[src/rtl/knn_driver.sv]
// knn_driver: native-bus initiator that runs a complete KNN accelerator job
// (soft reset, test-point load, training stream, label readback) with no CPU.
// Ports: clk/rst; cmd_start/cmd_ntrain/busy/done job control;
// in_valid/in_ready/in_data point stream; res_valid/res_ready/res_data labels;
// valid/address/wdata/wstrb/rdata/ready native bus (wstrb all ones = write).
module knn_driver #(
   parameter int ADDR_W      = 5,
   parameter int DATA_W      = 32,
   parameter int LABEL_W     = 8,
   parameter int NT_POINTS   = 4,
   parameter int N_NEIGHBOUR = 4,
   parameter int NTRAIN_W    = 16,
   parameter int A_RESET     = 0,
   parameter int A_ENABLE    = 1,
   parameter int A_B         = 2,
   parameter int A_LABEL     = 3,
   parameter int A_A0        = 4,
   parameter int A_INFO0     = 8
) (
   input  logic                  clk,
   input  logic                  rst,
   input  logic                  cmd_start,
   input  logic [NTRAIN_W-1:0]   cmd_ntrain,
   output logic                  busy,
   output logic                  done,
   input  logic                  in_valid,
   output logic                  in_ready,
   input  logic [DATA_W-1:0]     in_data,
   output logic                  res_valid,
   input  logic                  res_ready,
   output logic [LABEL_W-1:0]    res_data,
   output logic                  valid,
   output logic [ADDR_W-1:0]     address,
   output logic [DATA_W-1:0]     wdata,
   output logic [DATA_W/8-1:0]   wstrb,
   input  logic [DATA_W-1:0]     rdata,
   input  logic                  ready
);

   localparam int NR    = NT_POINTS * N_NEIGHBOUR;
   localparam int IDX_W = (NR > 1) ? $clog2(NR) : 1;
   localparam int SW    = DATA_W / 8;

   localparam logic [IDX_W-1:0]    LAST_A = IDX_W'(NT_POINTS - 1);
   localparam logic [IDX_W-1:0]    LAST_R = IDX_W'(NR - 1);
   localparam logic [IDX_W-1:0]    ONE_I  = IDX_W'(1);
   localparam logic [NTRAIN_W-1:0] ONE_T  = NTRAIN_W'(1);

   typedef enum logic [3:0] {
      S_IDLE, S_RST1, S_RST0, S_LOADA, S_EN,
      S_TRB, S_TRL, S_DIS, S_RD, S_FIN
   } state_t;

   state_t state, state_d;

   logic [IDX_W-1:0]    idx, idx_d;
   logic [NTRAIN_W-1:0] tcnt, tcnt_d;
   logic [NTRAIN_W-1:0] ntrain;
   logic                issue;
   logic                wr;
   logic [ADDR_W-1:0]   addr_d;
   logic [DATA_W-1:0]   data_d;
   logic                ack;
   logic                unused_rdata;

   assign ack          = valid & ready;
   assign busy         = (state != S_IDLE) && (state != S_FIN);
   assign done         = (state == S_FIN);
   assign unused_rdata = ^rdata[DATA_W-1:LABEL_W];

   always_ff @(posedge clk) begin
      if (rst) state <= S_IDLE;
      else     state <= state_d;
   end

   // A new request is only raised while valid is low, and valid is
   // registered, so every transaction is followed by an idle cycle.
   always_comb begin
      state_d  = state;
      idx_d    = idx;
      tcnt_d   = tcnt;
      issue    = 1'b0;
      wr       = 1'b1;
      addr_d   = '0;
      data_d   = '0;
      in_ready = 1'b0;
      unique case (state)
         S_IDLE: begin
            if (cmd_start) state_d = S_RST1;
         end
         S_RST1: begin
            addr_d = ADDR_W'(A_RESET);
            data_d = DATA_W'(1);
            issue  = ~valid;
            if (ack) state_d = S_RST0;
         end
         S_RST0: begin
            addr_d = ADDR_W'(A_RESET);
            issue  = ~valid;
            if (ack) state_d = S_LOADA;
         end
         S_LOADA: begin
            in_ready = ~valid;
            issue    = in_valid & ~valid;
            addr_d   = ADDR_W'(A_A0) + ADDR_W'(idx);
            data_d   = in_data;
            if (ack) begin
               if (idx == LAST_A) begin
                  idx_d   = '0;
                  state_d = S_EN;
               end else begin
                  idx_d = idx + ONE_I;
               end
            end
         end
         S_EN: begin
            addr_d = ADDR_W'(A_ENABLE);
            data_d = DATA_W'(1);
            issue  = ~valid;
            if (ack) state_d = (ntrain == '0) ? S_DIS : S_TRB;
         end
         S_TRB: begin
            in_ready = ~valid;
            issue    = in_valid & ~valid;
            addr_d   = ADDR_W'(A_B);
            data_d   = in_data;
            if (ack) state_d = S_TRL;
         end
         S_TRL: begin
            in_ready = ~valid;
            issue    = in_valid & ~valid;
            addr_d   = ADDR_W'(A_LABEL);
            data_d   = DATA_W'(in_data[LABEL_W-1:0]);
            if (ack) begin
               if (tcnt + ONE_T == ntrain) begin
                  tcnt_d  = '0;
                  state_d = S_DIS;
               end else begin
                  tcnt_d  = tcnt + ONE_T;
                  state_d = S_TRB;
               end
            end
         end
         S_DIS: begin
            addr_d = ADDR_W'(A_ENABLE);
            issue  = ~valid;
            if (ack) state_d = S_RD;
         end
         S_RD: begin
            // one label in flight: next read waits for the consumer
            wr     = 1'b0;
            addr_d = ADDR_W'(A_INFO0) + ADDR_W'(idx);
            issue  = ~valid & ~res_valid;
            if (res_valid & res_ready) begin
               if (idx == LAST_R) begin
                  idx_d   = '0;
                  state_d = S_FIN;
               end else begin
                  idx_d = idx + ONE_I;
               end
            end
         end
         S_FIN: begin
            state_d = S_IDLE;
         end
         default: begin
            state_d = S_IDLE;
         end
      endcase
   end

   always_ff @(posedge clk) begin
      if (rst) begin
         idx       <= '0;
         tcnt      <= '0;
         ntrain    <= '0;
         valid     <= 1'b0;
         address   <= '0;
         wdata     <= '0;
         wstrb     <= '0;
         res_valid <= 1'b0;
         res_data  <= '0;
      end else begin
         idx  <= idx_d;
         tcnt <= tcnt_d;
         if (state == S_IDLE && cmd_start) ntrain <= cmd_ntrain;
         if (ack) begin
            valid <= 1'b0;
         end else if (issue) begin
            valid   <= 1'b1;
            address <= addr_d;
            wdata   <= data_d;
            wstrb   <= {SW{wr}};
         end
         if (ack && state == S_RD) begin
            res_valid <= 1'b1;
            res_data  <= rdata[LABEL_W-1:0];
         end else if (res_valid && res_ready) begin
            res_valid <= 1'b0;
         end
      end
   end

endmodule

[config.mk]
export PLATFORM = sky130hd
export DESIGN_NAME = knn_driver
export DESIGN_NICKNAME = d
export VERILOG_FILES = /design/src/rtl/knn_driver.sv
export SDC_FILE = /design/constraint.sdc
export NUM_CORES = 1
export LEC_CHECK = 0
export ABC_CLOCK_PERIOD_IN_PS = 5400
export CAP_MARGIN = 5
export CORE_MARGIN = 3
export CORE_UTILIZATION = 52
export CTS_BUF_LIST = sky130_fd_sc_hd__clkbuf_4 sky130_fd_sc_hd__clkbuf_8
export CTS_CLUSTER_SIZE = 8
export DETAILED_ROUTE_END_ITERATION = 12
export GPL_ROUTABILITY_DRIVEN = 0
export PLACE_DENSITY = 0.89
export SETUP_SLACK_MARGIN = 0.02
export SLEW_MARGIN = 20
export SYNTH_ARGS = -nofsm -noshare
export SYNTH_HDL_FRONTEND = slang
export SYNTH_SLANG_ARGS = --single-unit
export TNS_END_PERCENT = 20
[constraint.sdc]
create_clock -name clk -period 5.4 [get_ports clk]
set_clock_uncertainty 0.1 [all_clocks]
set_input_delay 1.08 -clock clk [delete_from_list [all_inputs] [get_ports clk]]
set_output_delay 1.08 -clock clk [all_outputs]
set_load 0.02 [all_outputs]
# --- After elaboration in Yosys (flattened, before gate mapping) ---
# Index checks and enable logic that the tools add are counted.
# Widths: inputs -> output; s select.
word_totals:
  reg_bits: 88
  latchBits: 0
  mem_bits_rw: 0
  romBits: 0
  output_inout_bits: 54
  n_memories: 0
op_classes:
  add_sub_neg: 4
  n_mul: 0
  div_mod_pow: 0
  n_lt_le_gt_ge: 0
  eq_ne: 24
  shifts: 0
  n_mux: 27
  bitwise: 7
  n_reduce_logical: 19
ops:
  columns: ["operator", "count"]
  rows:
  - ["$pmux 32 s3", 1]
  - ["$mux 4", 15]
  - ["$pmux 4 s9", 1]
  - ["$pmux 5 s5", 1]
  - ["$ne 2x2->1 const B", 11]
  - ["$add 16x1->16 const B", 1]
  - ["$eq 16x16->1", 1]
  - ["$eq 4x3->1 const B", 4]
  - ["$logic_not 16->1", 1]
  - ["$mux 16", 1]
  - ["$eq 4x2->1 const B", 3]
  - ["$eq 4x4->1 const B", 3]
  - ["$reduce_and 11->1", 1]
  - ["$pmux 4 s2", 1]
  - ["$reduce_or 2->1", 4]
  - ["$add 3x4->5 const A", 1]
  - ["$add 4x4->5 const A", 1]
  - ["$add 4x1->4 const B", 1]
  - ["$and 1x1->1", 4]
  - ["$eq 4x1->1 const B", 1]
  - ["$logic_and 1x1->1", 4]
  - ["$logic_not 4->1", 1]
  - ["$mux 1", 4]
  - ["$mux 2", 2]
  - ["9 further kinds", 13]

# --- Logic depth before layout (Yosys ltp) ---
# Gate-level depths: netlist of run 1.
logic_depth:
  depth_word: 5
  ltp_mapped: 11

# --- Worst setup path after synthesis of run 1 ---
# Ideal clock, no wire load.
synth_timing:
  path_type: "reg2reg"
  start: "reg tcnt[0]"
  end: "reg tcnt[14]"
  setup_ns: 0.132
  arrival_ns: 2.817
  required_ns: 5.168
  setup_slack_ns: 2.351
  stages_incl_launch_ff: 12
  period_less_slack_ns: 3.049
  path_cell_list: "dfxtp_1 ha_1 nand3_2 or3_1 buf_2 xnor2_1 or3_1 or4_1 buf_2 buf_2 a22oi_1 a21oi_1"
synth_between:
  elab_chain_len: 3
synth_lines:
  columns: ["item", "line_no", "text"]
  rows:
  - ["start, declared", "57", "logic [NTRAIN_W-1:0] tcnt, tcnt_d;"]
  - ["start signal, assigned", "185", "tcnt <= tcnt_d;"]
  - ["$add 16x1->16 *", "135, 139", null]
  - ["$eq 16x16->1", "135", "if (tcnt + ONE_T == ntrain) begin"]
  - ["$mux 16 *", "135", null]
# Mark *: on every way between the ends. The rest lies on a longest branch, timed or not.
# A chain may end at the register's enable or synchronous reset.

# --- Worst setup path in the final report of run 1 ---
layout_timing:
  start: "reg tcnt[0]"
  end: "reg state[1]"
layout_between:
  elab_chain_len: 5
layout_lines:
  columns: ["item", "line_no", "text"]
  rows:
  - ["$add 16x1->16", "135", null]
  - ["$eq 16x16->1", "135", null]
  - ["$mux 2", "135", null]
  - ["$mux 4", "134", "if (ack) begin"]
  - ["$pmux 4 s9", "87", "unique case (state)"]
  - ["end signal, assigned", "73", "else state <= state_d;"]
  - ["end, declared", "54", "state_t state, state_d;"]
# No other way between the ends. The select of a mux whose other input is x is not followed.

==> results of run 1 <==
[cells in the mapped netlist, drive strengths merged (2+ instances only)]
cell / instances / area share [%]
nand2: 109 / 9.5
dfxtp: 88 / 41
a21oi: 64 / 7.4
nand3: 44 / 5.2
clkbuf: 39 / 3.4
nor2: 29 / 2.5
nor3: 21 / 2.4
xnor2: 18 / 3.8
a31oi: 16 / 2.3
buf: 13 / 1.8
xor2: 11 / 2.2
a22oi: 10 / 1.7
nand4: 9 / 1.8
nor4: 9 / 1.3
o21ai: 9 / 1.0
and3: 6 / 0.87
a211oi: 5 / 0.98
inv: 5 / 0.43
and2: 4 / 0.58
ha: 4 / 1.2
nand4b: 4 / 0.81
nand2b: 3 / 0.43
nand3b: 3 / 0.52
nor4b: 3 / 0.61
or3: 3 / 0.43
or4: 3 / 0.61
a311oi: 2 / 0.40
and4: 2 / 0.40
mux2i: 2 / 0.46
nor2b: 2 / 0.29
nor3b: 2 / 0.35
o2111ai: 2 / 0.40
o211ai: 2 / 0.35
o21a: 2 / 0.35
[placed cells by master (no fill, tap or decap), types with 4 or more instances in the layout]
cell	synthesis	layout
and2_1	4	4
nor3_1	21	20
nor4_1	9	8
nand2_1	109	109
and3_1	6	6
nor2_1	29	28
clkbuf_8	0	9
nand4b_1	4	4
ha_1	4	4
a22oi_1	10	10
clkdlybuf4s50_1	0	114
a31oi_1	16	16
inv_1	5	5
a21oi_1	64	64
a211oi_1	4	4
o21ai_0	9	9
nand3_1	43	43
nand4_1	7	7
xor2_1	11	11
xnor2_1	17	17
dfxtp_1	88	88
[final cells by class]
class	count	area, um^2	area share [%]
multi-input combinational	415	2350	41.9
sequential	88	1760	31.4
timing repair buffer	118	1170	20.8
clock buffer	10	131	2.34
tap	102	128	2.28
clock inverter	6	51.3	0.915
inverter	5	18.8	0.335
[through the flow]
stage	std cells	hold WS [ps]	worst slack [ps]
after global routing	744	381	1450
final	744	356	1670
after CTS	744	357	1690
after global placement	728	338	1800
after floorplan	560	361	2350
after detailed placement	728	344	1710
[logic make-up (layout without fill, tap and decap cells)]
| kind of cell | after synthesis | count (layout) | synth area share, % |
|---|---|---|---|
| simple gates | 257 | 257 | 28.7 |
| compound gates | 122 | 122 | 17.0 |
| flops | 88 | 88 | 40.7 |
| buf+inv | 57 | 139 | 5.58 |
| xor+xnor | 29 | 29 | 6.04 |
| fa+ha+maj | 4 | 4 | 1.16 |
| mux | 3 | 3 | 0.723 |
[worst paths after layout]
path	start	end	slack (ps)	cells after the start
max	tcnt[0]	state[1]	1670	8
min	wdata[24]	wdata[24]	360	2
max reg2reg	tcnt[0]	state[1]	1670	8
min reg2reg	wdata[24]	wdata[24]	360	2
[metal layers]
layer | vias up | wire, um | track usage, %
li1 | 2109 | - | -
met1 | 2069 | 4640 | 28.4
met2 | 163 | 5930 | 42.7
met3 | 32 | 658 | 4.74
met4 | 0 | 298 | 9.37
met5 | - | 0 | 0
[state kept, by name, summed over array words and instances (netlist names)]
register,flops
wdata,32
ntrain,16
tcnt,16
res_data,8
address,5
idx,4
state,4
res_valid,1
valid,1
wstrb,1
[worst min-delay path, delay by kind of cell, from the launching register on]
family,cells,cell delay [ps]
compound gates,1,50
simple gates,1,50
flops,1,320
[report_power, final]
part	leakage, nW	switching [W]	internal [W]
registers	0.714	0.0000905	0.000714
clock network	0.0913	0.000247	0.000179
logic	1.09	0.000365	0.000257
total	1.89	0.000703	0.00115
==> impl_metrics.toml, run 1 <==
[grt]
antenna_found_initial = 0
grt_pass1_wl_um = 19100
grt_remaining_overflow = 0
track_usage_pct = 24.0
grt_pass1_vias = 4124
grt_max_degree = 58

[logic_synthesis]
seq_area_frac_synth_pct = 40.7
async_reset_ff_share_pct = 0
ys_warn_count = 0
synth_nets = 650
ys_ff_latch = 88
synth.cell_area_um2 = 4330
yosysUniqueCellTypes = 55
netlist_instances = 560
synth_area_per_cell_um2 = 7.73
synth_ff_type = "dfxtp_1"
synth_edf_count = 0

[timing]
slew_violations = 0
relSlewSlack_pct = 29.4
rsz0062_at_grt = "false"
finalSetupTns_ps = 0
timing.fmax_ghz = 0.268
finalHoldViolations = 0
setup_viol = 0
fin_crit_sh_pct = 69.1
fin_crit_ps = 3730
tightest_slew_ps = 1060

[power]
p_leak_nw = 1.89
p_per_area_nw_per_um2 = 330
ir_drop_mv = 0.385
p_total_w = 0.00185

[cells_and_area]
num-fill-cells = 610
finalNetCount = 727
drive_above_1_share_pct = 4.98
postLayoutCellArea_um2 = 5610
syn_to_final_growth_pct = 29.6
antenna_cells = 0
fin_util_pct = 71.1

[critical_path]
crit_chain = "ha_1 > nand3_2 > or3_1 > xnor2_1 > or3_1 > or4_1 > a21bo_1 > a211oi_2"
crit_arrival_ps = 3920
crit_path_frequent_cell = "or3_1"
slowest_stage = "or4_1"
critPathRequiredTime_ps = 5580
end_kind = "register"
path_delay_family = "simple AND/OR/NAND/NOR gates"
path_class = "reg2reg"
critPathMaxFanout = 28
crit_path_start_kind = "register"
cp_num_buf_inv = 0
slowest_delay_ps = 890

[floorplanning]
core_um2 = 7890
initial_utilization_pct = 54.9
die-area_um2 = 9450
std_cell_rows = 32
die-width_um = 97.2
die_h_um = 97.2
pin_count = 140

[cts]
postCtsHoldBufs = 0
post_cts_resized = 0
h-tree-depth = 3
insertion_delay_ps = 360
clk_pin_slew_ps = 90
cts_made_buffers = 9
cts_sinks = 88
cts_buffer_depth = 2
postCtsSetupBuffers = 0
cts_tree = "yes"
root_buffer = "clkbuf_8"

[routing]
vias = 4373
drt_iter0_markers = 264
firstDrtPassIters = 5
wire_per_inst_um = 15.5
drcViolationCount = 0
wl_um = 11500
viasPerCell = 5.88
drtAntennaViolNets = 0

[worst_hold_path]
hp-class = "reg2reg"

[placement]
portBuffers = 115
hpwl_um = 8330
placed_cell_area_um2 = 5410

[run_status]
status = "complete, no violations"

[job]
maxCapViolations = 0
No activity file was read; power rests on OpenSTA's default activity.
==> run 2, diff against run 1 <==
--- a/config.mk
+++ b/config.mk
@@ -5,15 +5,15 @@
 export SDC_FILE = /design/constraint.sdc
 export NUM_CORES = 1
 export LEC_CHECK = 0
-export ABC_CLOCK_PERIOD_IN_PS = 5400
+export ABC_CLOCK_PERIOD_IN_PS = 3900
 export CAP_MARGIN = 5
 export CORE_MARGIN = 3
-export CORE_UTILIZATION = 52
+export CORE_UTILIZATION = 48
 export CTS_BUF_LIST = sky130_fd_sc_hd__clkbuf_4 sky130_fd_sc_hd__clkbuf_8
 export CTS_CLUSTER_SIZE = 8
 export DETAILED_ROUTE_END_ITERATION = 12
 export GPL_ROUTABILITY_DRIVEN = 0
-export PLACE_DENSITY = 0.89
+export PLACE_DENSITY = 0.83
 export SETUP_SLACK_MARGIN = 0.02
 export SLEW_MARGIN = 20
 export SYNTH_ARGS = -nofsm -noshare
==> constraint.sdc (replaced) <==
create_clock -name clk -period 3.9 [get_ports clk]
set_clock_uncertainty 0.1 [all_clocks]
set_input_delay 0.78 -clock clk [delete_from_list [all_inputs] [get_ports clk]]
set_output_delay 0.78 -clock clk [all_outputs]
set_load 0.02 [all_outputs]
==> impl_metrics.toml, run 2 (synthesis results as in run 1) <==
[timing]
holdWs_ps = 354
setup_slack_ps = 507
fin_crit_ps = 3390
slew_violations = 0
fin_crit_sh_pct = 87.0
finalSetupTns_ps = 0
relSlewSlack_pct = 37.8
setup_viol = 0
timing.fmax_ghz = 0.295
tightest_slew_ps = 919
finalHoldViolations = 0
rsz0062_at_grt = "false"

[cells_and_area]
num-fill-cells = 707
register_area_um2 = 1760
final_common_cell = "clkdlybuf4s50_1"
layout_common_cells = "clkdlybuf4s50_1, nand2_1, dfxtp_1"
reg_top3 = "wdata: 32 flops, ntrain: 16 flops, tcnt: 16 flops"
top_register = "wdata"
multi_input_area_um2 = 2340
drive_above_1_share_pct = 5.72
final_cells = 755
largest_reg_flops = 32
finalNetCount = 732
syn_to_final_growth_pct = 31.1
antenna_cells = 0

[cts]
postCtsHoldBufs = 0
cts_buffer_depth = 2
root_buffer = "clkbuf_8"
cts_made_buffers = 9
post_cts_resized = 0
cts_tree = "yes"
postCtsSetupBuffers = 0
cts_sinks = 88
insertion_delay_ps = 370
clk_pin_slew_ps = 100
h-tree-depth = 3

[routing]
viasPerCell = 5.68
firstDrtPassIters = 4
drtAntennaViolNets = 0
drcViolationCount = 0
wl_um = 12000
wire_per_inst_um = 15.9
vias = 4287
drt_iter0_markers = 199

[floorplanning]
die-width_um = 101
initial_utilization_pct = 49.6
core_um2 = 8720
pin_count = 140
die_h_um = 101
die-area_um2 = 10200
std_cell_rows = 34

[grt]
grt_remaining_overflow = 0
grt_pass1_wl_um = 19600
grt_max_degree = 36
track_usage_pct = 24.0
grt_pass1_vias = 4003
antenna_found_initial = 0

[power]
p_per_area_nw_per_um2 = 469
p_total_w = 0.00266
p_leak_nw = 1.93
ir_drop_mv = 0.537

[critical_path]
crit_path_start_kind = "register"
critPathMaxFanout = 12
crit_arrival_ps = 3580
crit_chain = "ha_1 > nand3_2 > or3_1 > xnor2_1 > or3_1 > or4_1 > buf_4 > a21bo_1 > a211oi_2"
end_kind = "register"
crit_path_frequent_cell = "or3_1"
path_class = "reg2reg"
slowest_stage = "or3_1"
critPathRequiredTime_ps = 4090
slowest_delay_ps = 520

[job]
maxCapViolations = 0

[placement]
pre_cts_slack_ps = 557
placed_cells = 739
portBuffers = 115
hpwl_um = 8580

[worst_hold_path]
hp-class = "reg2reg"

[run_status]
status = "complete, no violations"
-- run 2: worst max-delay path, delay by kind of cell, from the launching register on --
| family | cells | cell delay [ps] |
|---|---|---|
| AO/OA/AOI/OAI | 2 | 400 |
| adder cells (fa/ha/maj) | 1 | 360 |
| AND/OR/NAND/NOR | 4 | 1600 |
| flip-flops | 1 | 490 |
| XOR/XNOR | 1 | 170 |
| buffers and inverters | 1 | 210 |
-- run 2: path summary, 6_finish.rpt --
path         slack [ps]   endpoint      start  depth (start not counted)
max                 510   state[1]    tcnt[0]                          9
min                 350  wdata[10]  wdata[10]                          2
max reg2reg         510   state[1]    tcnt[0]                          9
min reg2reg         350  wdata[10]  wdata[10]                          2
-- run 2: where the power goes --
| group | switching, W | internal [W] | leakage (nW) |
|---|---|---|---|
| combinational | 0.000513 | 0.000358 | 1.11 |
| sequential | 0.000128 | 0.000988 | 0.714 |
| clock | 0.000351 | 0.000322 | 0.107 |
-- run 2: final cells by class --
type                            count  share of cell area (%)
Clock buffer                       10                    2.43
Clock inverter                      6                    1.30
Inverter                            5                   0.331
Multi-Input combinational cell    415                    41.2
Sequential cell                    88                    31.1
Tap cell                          108                    2.38
Timing Repair Buffer              123                    21.3
-- run 2: routing by layer --
metal	part of all wire (%)	up-vias	track usage, %	routed length (um)
met5	0	-	0	0
met4	2.6	0	8.69	311
met3	4.7	30	5.33	566
met2	52	119	41.4	6240
met1	41	2012	29.2	4890
li1	-	2126	-	-
-- run 2: through the flow --
| stage | util, % | cell area, um^2 |
|---|---|---|
| 4_1_cts | 65.0 | 5670 |
| 6_report | 65.0 | 5670 |
| 3_5_place_dp | 62.6 | 5460 |
| 3_3_place_gp | 62.6 | 5460 |
| 2_1_floorplan | - | 4330 |
| 5_1_grt | 65.0 | 5670 |
==> run 3, diff against run 2 <==
--- a/config.mk
+++ b/config.mk
@@ -5,7 +5,7 @@
 export SDC_FILE = /design/constraint.sdc
 export NUM_CORES = 1
 export LEC_CHECK = 0
-export ABC_CLOCK_PERIOD_IN_PS = 3900
+export ABC_CLOCK_PERIOD_IN_PS = 3200
 export CAP_MARGIN = 5
 export CORE_MARGIN = 3
 export CORE_UTILIZATION = 48
==> constraint.sdc (replaced) <==
create_clock -name clk -period 3.2 [get_ports clk]
set_clock_uncertainty 0.1 [all_clocks]
set_input_delay 0.64 -clock clk [delete_from_list [all_inputs] [get_ports clk]]
set_output_delay 0.64 -clock clk [all_outputs]
set_load 0.02 [all_outputs]
==> impl_metrics.toml, run 3 (synthesis results as in run 1) <==
[run_status]
status = "complete, no violations"

[grt]
antenna_found_initial = 0
track_usage_pct = 23.6
grt_max_degree = 45
grt_pass1_wl_um = 19500
grt_remaining_overflow = 0
grt_pass1_vias = 4185

[cells_and_area]
reg_top3 = "wdata: 32 flops, ntrain: 16 flops, tcnt: 16 flops"
finalNetCount = 743
num-fill-cells = 729
layout_common_cells = "clkdlybuf4s50_1, nand2_1, dfxtp_1"
multi_input_area_um2 = 2340
top_register = "wdata"
syn_to_final_growth_pct = 32.3
final_common_cell = "clkdlybuf4s50_1"
drive_above_1_share_pct = 7.75
postLayoutCellArea_um2 = 5720
register_area_um2 = 1770
largest_reg_flops = 32
antenna_cells = 0
final_cells = 766

[critical_path]
crit_path_frequent_cell = "or3_1"
path_class = "reg2reg"
crit_chain = "nand4_2 > or3_1 > xnor2_1 > or3_1 > or4_1 > buf_4 > a21bo_1 > a211oi_2"
crit_path_start_kind = "register"
startpoint = "tcnt[7]"
critPathMaxFanout = 28
crit_arrival_ps = 3210
rrSetupSlack_ps = 170
crit_end = "state[1]"
end_kind = "register"
r2r_end = "state[1]"
r2r_cells = 8
r2r_start = "tcnt[7]"
critPathRequiredTime_ps = 3380
slowest_stage = "dfxtp_1"
slowest_delay_ps = 520

[floorplanning]
die-width_um = 101
initial_utilization_pct = 49.6
core_um2 = 8720
die_h_um = 101
die-area_um2 = 10200
std_cell_rows = 34
pin_count = 140

[job]
maxCapViolations = 0

[cts]
postCtsHoldBufs = 0
h-tree-depth = 3
root_buffer = "clkbuf_8"
postCtsSetupBuffers = 0
cts_tree = "yes"
cts_sinks = 88
clk_pin_slew_ps = 100
cts_buffer_depth = 2
cts_made_buffers = 9
insertion_delay_ps = 350
post_cts_resized = 0

[routing]
firstDrtPassIters = 5
drt_iter0_markers = 281
drtAntennaViolNets = 0
viasPerCell = 5.78
drcViolationCount = 0
vias = 4425
wl_um = 12100
wire_per_inst_um = 15.8

[timing]
fin_crit_ps = 3030
fin_crit_sh_pct = 94.8
relSlewSlack_pct = 42.9
slew_violations = 0
finalSetupTns_ps = 0
setup_slack_ps = 165
rsz0062_at_grt = "false"
timing.fmax_ghz = 0.330
setup_viol = 0
finalHoldViolations = 0
tightest_slew_ps = 856
holdWs_ps = 354

[power]
p_clk_share_pct = 22.7
p_comb_share_pct = 34.5
pwr-share-seq_pct = 42.8
p_int_w = 0.00195
p_switching_w = 0.00120
ir_drop_mv = 0.628
p_per_area_nw_per_um2 = 551
p_leak_nw = 1.97
swShare_pct = 38.1

[placement]
hpwl_um = 8720
pre_cts_slack_ps = 206
portBuffers = 115
placed_cells = 750
placed_cell_area_um2 = 5540

[worst_hold_path]
worstHoldStart = "wdata[26]"
hp-class = "reg2reg"
run 3: layout make-up:
type                            count  share of cell area, %
Multi-Input combinational cell    415                   40.8
Inverter                            5                  0.328
Clock inverter                      7                  0.940
Tap cell                          108                   2.36
Clock buffer                        9                   2.16
Sequential cell                    88                   30.8
Timing Repair Buffer              134                   22.5
run 3: per-stage QoR:
step	util, %	power [W]
floorplan	-	0.00207
CTS	65.6	0.00316
global route	65.6	0.00334
finish	65.6	0.00315
global placement	63.5	0.00243
detailed placement	63.5	0.00246
run 3: power groups by stage:
stage | clock [W] | combinational (W) | sequential, W
finish | 0.000716 | 0.00109 | 0.00135
global route | 0.000777 | 0.00120 | 0.00137
CTS | 0.000726 | 0.00109 | 0.00135
detailed placement | 0 | 0.00109 | 0.00137
global placement | 0 | 0.00106 | 0.00136
floorplan | 0 | 0.000709 | 0.00136
run 3: worst max-delay path: cells and delay by family, from the launching register on:
kind	cells	cell delay [ps]
AND/OR/NAND/NOR	4	1500
flip-flops	1	520
AO/OA/AOI/OAI	2	430
buffers and inverters	1	240
XOR/XNOR	1	170
run 3: worst min path at each step:
stage / to / slack, ps / cells after the start
5_1_grt: wdata[26] / 370 / 2
4_1_cts: wdata[26] / 360 / 2
3_5_place_dp: wdata[26] / 340 / 2
2_1_floorplan: ntrain[15] / 360 / 2
6_report: wdata[26] / 350 / 2
3_3_place_gp: wdata[15] / 340 / 2
run 3: routing by layer:
metal,GRT usage [%],share of wire (%),vias to the layer above
li1,-,-,2141
met2,40.0,52,147
met5,0,0,-
met3,6.23,6.0,25
met4,8.59,2.2,0
met1,28.7,40,2112
